--- src/rtl/led_pattern_ctrl.sv ---
// rtl/led_pattern_ctrl.sv - multi-channel LED pattern generator (off/on/blink/chase/bounce/breathe/count)
module led_pattern_ctrl #(
  parameter int NUM_LEDS = 4,
  parameter int PRESCALE = 50000,
  parameter int PERIOD_W = 16,
  parameter int PWM_BITS = 8
) (
  input  logic                clk,
  input  logic                rst,
  input  logic                cfg_we,
  input  logic [2:0]          cfg_mode,
  input  logic [PERIOD_W-1:0] cfg_period,
  output logic                tick,
  output logic [NUM_LEDS-1:0] led
);

  localparam int PRE_W = (PRESCALE > 1) ? $clog2(PRESCALE) : 1;
  localparam int POS_W = (NUM_LEDS > 1) ? $clog2(NUM_LEDS) : 1;
  localparam logic [PRE_W-1:0]    PRE_LAST = PRE_W'(PRESCALE - 1);
  localparam logic [POS_W-1:0]    POS_LAST = POS_W'(NUM_LEDS - 1);
  localparam logic [PWM_BITS-1:0] DUTY_MAX = {PWM_BITS{1'b1}};

  typedef enum logic [2:0] {
    M_OFF, M_ON, M_BLINK, M_CHASE, M_BOUNCE, M_BREATHE, M_COUNT, M_RSVD
  } mode_t;

  mode_t               mode_q, mode_d;
  logic [PERIOD_W-1:0] period_q, period_d;
  logic [PRE_W-1:0]    pre_cnt_q, pre_cnt_d;
  logic                tick_q, tick_d;
  logic [PERIOD_W-1:0] step_cnt_q, step_cnt_d;
  logic                phase_q, phase_d;
  logic [NUM_LEDS-1:0] chase_q, chase_d;
  logic [POS_W-1:0]    pos_q, pos_d;
  logic                pos_up_q, pos_up_d;
  logic [PWM_BITS-1:0] duty_q, duty_d;
  logic                duty_up_q, duty_up_d;
  logic [NUM_LEDS-1:0] cnt_q, cnt_d;
  logic [PWM_BITS-1:0] pwm_cnt_q, pwm_cnt_d;
  logic [NUM_LEDS-1:0] led_q, led_d;
  logic [PERIOD_W-1:0] eff_last;
  logic                step;

  assign tick = tick_q;
  assign led  = led_q;

  always_comb begin
    mode_d     = mode_q;
    period_d   = period_q;
    pre_cnt_d  = (pre_cnt_q == PRE_LAST) ? '0 : pre_cnt_q + 1'b1;
    step_cnt_d = step_cnt_q;
    phase_d    = phase_q;
    chase_d    = chase_q;
    pos_d      = pos_q;
    pos_up_d   = pos_up_q;
    duty_d     = duty_q;
    duty_up_d  = duty_up_q;
    cnt_d      = cnt_q;
    pwm_cnt_d  = pwm_cnt_q + 1'b1;
    step       = 1'b0;
    eff_last   = (period_q == '0) ? '0 : period_q - 1'b1;

    // led reflects the state registered on the previous edge
    case (mode_q)
      M_ON:      led_d = '1;
      M_BLINK:   led_d = {NUM_LEDS{phase_q}};
      M_CHASE:   led_d = chase_q;
      M_BOUNCE:  led_d = NUM_LEDS'(1) << pos_q;
      M_BREATHE: led_d = {NUM_LEDS{pwm_cnt_q < duty_q}};
      M_COUNT:   led_d = cnt_q;
      default:   led_d = '0;
    endcase

    if (tick_q) begin
      if (step_cnt_q == eff_last) begin
        step_cnt_d = '0;
        step       = 1'b1;
      end else begin
        step_cnt_d = step_cnt_q + 1'b1;
      end
    end

    // every pattern advances together; only the selected one is visible
    if (step) begin
      phase_d = ~phase_q;
      chase_d = (chase_q << 1) | (chase_q >> (NUM_LEDS - 1));
      cnt_d   = cnt_q + 1'b1;
      if (NUM_LEDS > 1) begin
        if (pos_up_q) begin
          pos_d = pos_q + 1'b1;
          if (pos_d == POS_LAST) pos_up_d = 1'b0;
        end else begin
          pos_d = pos_q - 1'b1;
          if (pos_d == '0) pos_up_d = 1'b1;
        end
      end
      if (duty_up_q) begin
        duty_d = duty_q + 1'b1;
        if (duty_d == DUTY_MAX) duty_up_d = 1'b0;
      end else begin
        duty_d = duty_q - 1'b1;
        if (duty_d == '0) duty_up_d = 1'b1;
      end
    end

    if (cfg_we) begin
      mode_d     = mode_t'(cfg_mode);
      period_d   = cfg_period;
      pre_cnt_d  = '0;
      step_cnt_d = '0;
      phase_d    = 1'b1;
      chase_d    = NUM_LEDS'(1);
      pos_d      = '0;
      pos_up_d   = 1'b1;
      duty_d     = '0;
      duty_up_d  = 1'b1;
      cnt_d      = '0;
    end

    tick_d = (pre_cnt_d == PRE_LAST);
  end

  always_ff @(posedge clk) begin
    if (rst) begin
      mode_q     <= M_OFF;
      period_q   <= PERIOD_W'(1);
      pre_cnt_q  <= '0;
      tick_q     <= 1'b0;
      step_cnt_q <= '0;
      phase_q    <= 1'b1;
      chase_q    <= NUM_LEDS'(1);
      pos_q      <= '0;
      pos_up_q   <= 1'b1;
      duty_q     <= '0;
      duty_up_q  <= 1'b1;
      cnt_q      <= '0;
      pwm_cnt_q  <= '0;
      led_q      <= '0;
    end else begin
      mode_q     <= mode_d;
      period_q   <= period_d;
      pre_cnt_q  <= pre_cnt_d;
      tick_q     <= tick_d;
      step_cnt_q <= step_cnt_d;
      phase_q    <= phase_d;
      chase_q    <= chase_d;
      pos_q      <= pos_d;
      pos_up_q   <= pos_up_d;
      duty_q     <= duty_d;
      duty_up_q  <= duty_up_d;
      cnt_q      <= cnt_d;
      pwm_cnt_q  <= pwm_cnt_d;
      led_q      <= led_d;
    end
  end

endmodule

--- config.mk ---
export PLATFORM = sky130hd
export DESIGN_NAME = led_pattern_ctrl
export DESIGN_NICKNAME = d
export VERILOG_FILES = /design/src/rtl/led_pattern_ctrl.sv
export SDC_FILE = /design/constraint.sdc
export NUM_CORES = 1
export LEC_CHECK = 0
export CAP_MARGIN = 25
export CORE_UTILIZATION = 55
export CTS_CLUSTER_DIAMETER = 40
export DETAILED_ROUTE_END_ITERATION = 10
export PLACE_DENSITY = 0.72
export REMOVE_ABC_BUFFERS = 1
export SLEW_MARGIN = 0
export SYNTH_ARGS = -nofsm -noshare
export SYNTH_HDL_FRONTEND = slang
export SYNTH_SLANG_ARGS = --single-unit
--- constraint.sdc ---
create_clock -name clk -period 8.09 [get_ports clk]
set_input_delay 2.0225 -clock clk [delete_from_list [all_inputs] [get_ports clk]]
set_output_delay 2.0225 -clock clk [all_outputs]
set_load 0.05 [all_outputs]
==> impl_metrics.json <==
{
  "netlist_area_mm2": 0.005024,
  "worst_hold_path.endpoint": "pwm_cnt_q[0]",
  "setup-violations-final": 0,
  "synth_seq_cells": 85,
  "p_seq_share_pct": 50.7,
  "synth_seq_area_share_pct": 33.87,
  "final_cell_mix": "dfxtp_1, nor2_1, nand2_1, mux2i_1, nand3_1",
  "io_pins": 27,
  "dpl.hpwl_um": 7941,
  "core_area_mm2": 0.008763,
  "numCtsBuffers": 9,
  "dr.max_layer_used": "met4",
  "worst_ep_arrival_time_ps": 2010,
  "rsz0062_at_grt": "false",
  "ys.flop_type": "dfxtp_1",
  "r2r-start": "period_q[0]",
  "synth_cell_types": 62,
  "grt_overflow": 0,
  "async_flop_share_pct": 0,
  "hold_start": "pwm_cnt_q[0]",
  "die_w_um": 97.57,
  "drive_gt1_share_pct": 4.383,
  "max_freq_mhz": 248.0,
  "fp-row-count": 34,
  "htree_levels": 3,
  "power_w": 0.0008663,
  "comb_power_share_pct": 11.3,
  "swShare_pct": 27.46,
  "clk_pin_slew_ps": 100,
  "leakage_nw": 2.091,
  "ctsResizeCount": 0,
  "synth_edf_count": 0,
  "drt_pass1_iterations": 6,
  "period_minus_slack_ps": 4032,
  "vias": 4352,
  "internal-power_w": 0.0006285,
  "initial_utilization_pct": 57.32,
  "cts_buffer_depth": 2,
  "reg2reg_slack_ps": 4310,
  "grt_pass1_wl_um": 18930,
  "slowest_stage": "clkdlybuf4s50_1",
  "fillers": 784,
  "fin_worst_skew_ps": 13.89,
  "regToRegEndpoint": "step_cnt_q[5]",
  "syn_inst": 606,
  "status": "completed",
  "clkPwrFrac_pct": 38.0,
  "io_buffers": 26,
  "peakVddDrop_v": 0.00009386,
  "routed_wl_um": 11120,
  "power.switching_w": 0.0002379,
  "cp-end-kind": "output pin",
  "place_congestion": 0.9167,
  "critPathLaunchType": "register",
  "wl_per_cell_um": 15.35,
  "cp.required_ps": 6070,
  "antenna_left": 0,
  "drt_iter0_drc": 201,
  "wl_met3_um": 652,
  "synth-warning-count": 0,
  "nNetsFinal": 654,
  "crit_buf_inv": 1,
  "grt_pass1_vias": 4042,
  "post-cts-setup-buffers": 0,
  "routed_via_density": 6.011,
  "cts_tree": "done",
  "setup_tns_ps": 0,
  "die_h_um": 97.57,
  "finalHoldViolations": 0,
  "crit_family": "buffers and inverters",
  "hold_depth": 1,
  "drv_cap": 0,
  "die_area_mm2": 0.009520,
  "drc_errors": 0,
  "area_growth_pct": 9.141,
  "cp_max_fo": 15,
  "slew_headroom_pct": 51.25,
  "hold_path.class": "reg2reg",
  "holdBufCountCts": 0,
  "crit_type": "reg2out",
  "post-route-period-util_pct": 49.84,
  "wl_met2_um": 5144,
  "r2r_cells": 10,
  "max_stage_delay_ps": 920,
  "wl_met1_um": 5055,
  "antenna_found_initial": 0,
  "slew_violations": 0,
  "track_usage_pct": 24.12,
  "layout.cells.most_common": "dfxtp_1",
  "cts-root-buf": "clkbuf_8",
  "numClockSinks": 85,
  "diodes": 0,
  "max_slew.worst_pin.slew_ps": 725.6,
  "p_per_area_mw_per_mm2": 158.0,
  "insertion_delay_ps": 360,
  "cp_cell_sequence": "clkdlybuf4s50_1",
  "syn_area_per_cell_um2": 8.290,
  "grt_max_degree": 32
}
[state kept, by name, summed over array words and instances (netlist names)]
signal / cells
mode_q: 3
step_cnt_q: 16
period_q: 16
pre_cnt_q: 16
chase_q: 4
pos_q: 2
pos_up_q: 1
tick: 1
duty_q: 8
pwm_cnt_q: 8
cnt_q: 4
phase_q: 1
led: 4
duty_up_q: 1
[kinds of logic after synthesis]
group	Yosys count	share of synthesized area, %
AO/OA/AOI/OAI	90	12.93
XOR/XNOR	47	8.742
adder cells (fa/ha/maj)	22	5.430
buffers and inverters	57	5.081
flip-flops	85	33.87
multiplexers	39	7.771
AND/OR/NAND/NOR	266	26.18
[worst max-delay path by stage]
stage / start / to / slack [ps] / cells past startpoint
6_report: tick / tick / 4060 / 1
5_1_grt: period_q[0] / chase_q[0] / 3910 / 10
4_1_cts: tick / tick / 4080 / 1
3_5_place_dp: cfg_we / step_cnt_q[3] / 4100 / 6
3_3_place_gp: cfg_we / step_cnt_q[3] / 4140 / 6
2_1_floorplan: cfg_we / step_cnt_q[3] / 4700 / 4
[cell type report]
| cell class | instances | area, µm² | share of cell area [%] |
|---|---|---|---|
| flip-flops and latches | 85 | 1702 | 31.04 |
| repair buffers | 29 | 282.8 | 5.157 |
| well taps | 108 | 135.1 | 2.465 |
| clock buffers | 10 | 137.6 | 2.510 |
| clock inverters | 6 | 76.32 | 1.392 |
| inverters | 22 | 82.58 | 1.506 |
| multi-input cells | 464 | 3067 | 55.93 |
[power by group through the flow]
| stage | sequential (W) | clock [W] | combinational, W |
|---|---|---|---|
| 2_1_floorplan | 0.000449 | 0 | 0.0000617 |
| 3_3_place_gp | 0.000448 | 0 | 0.0000953 |
| 3_5_place_dp | 0.000449 | 0 | 0.0000966 |
| 4_1_cts | 0.000439 | 0.000333 | 0.0000976 |
| 5_1_grt | 0.000441 | 0.000351 | 0.000109 |
| 6_report | 0.000440 | 0.000329 | 0.0000979 |
[per-layer routing]
layer | vias to the layer above | track usage, %
met3 | 30 | 3.453
met2 | 140 | 39.11
met1 | 2008 | 31.96
li1 | 2174 | -
met5 | - | 0
met4 | 0 | 10.29
[per-stage QoR]
step	setup slack (ps)	std cells	utilization (%)	area, µm²	hold WS (ps)
2_1_floorplan	4703	571	-	4851	420.2
3_3_place_gp	4136	708	60.12	5269	439.9
3_5_place_dp	4099	708	60.12	5269	448.7
4_1_cts	4082	724	62.56	5483	463.3
5_1_grt	3911	724	62.56	5483	506.5
6_report	4058	724	62.56	5483	458.3
[cells in the mapped netlist (2+ instances only)]
| master | number | share of area (%) |
|---|---|---|
| a2111oi_1 | 2 | 0.40 |
| a211oi_1 | 10 | 1.5 |
| a21o_1 | 6 | 0.90 |
| a21oi_1 | 16 | 1.6 |
| a311o_1 | 2 | 0.40 |
| a311oi_1 | 3 | 0.52 |
| a31o_1 | 6 | 1.0 |
| a31oi_1 | 5 | 0.62 |
| a32oi_1 | 2 | 0.35 |
| a41oi_1 | 3 | 0.52 |
| and2_1 | 3 | 0.37 |
| and3_1 | 14 | 1.7 |
| and4_1 | 3 | 0.52 |
| buf_2 | 3 | 0.30 |
| buf_6 | 5 | 1.1 |
| clkbuf_1 | 26 | 1.9 |
| dfxtp_1 | 85 | 34 |
| ha_1 | 21 | 5.2 |
| inv_1 | 21 | 1.6 |
| mux2i_1 | 39 | 7.8 |
| nand2_1 | 52 | 3.9 |
| nand2b_1 | 5 | 0.62 |
| nand3_1 | 30 | 3.0 |
| nand3b_1 | 2 | 0.30 |
| nand4_1 | 12 | 1.5 |
| nor2_1 | 84 | 6.3 |
| nor2b_1 | 3 | 0.37 |
| nor3_1 | 18 | 1.8 |
| nor3b_1 | 2 | 0.30 |
| nor4_1 | 6 | 0.75 |
| nor4b_1 | 4 | 0.70 |
| o211ai_1 | 3 | 0.45 |
| o21a_1 | 3 | 0.45 |
| o21ai_0 | 11 | 1.1 |
| o31ai_1 | 7 | 1.0 |
| or2_2 | 3 | 0.37 |
| or3_1 | 13 | 1.6 |
| or4_1 | 5 | 0.75 |
| xnor2_1 | 21 | 3.7 |
| xnor3_1 | 2 | 0.90 |
| xor2_1 | 24 | 4.2 |
Power figures use the tool's default switching activity.
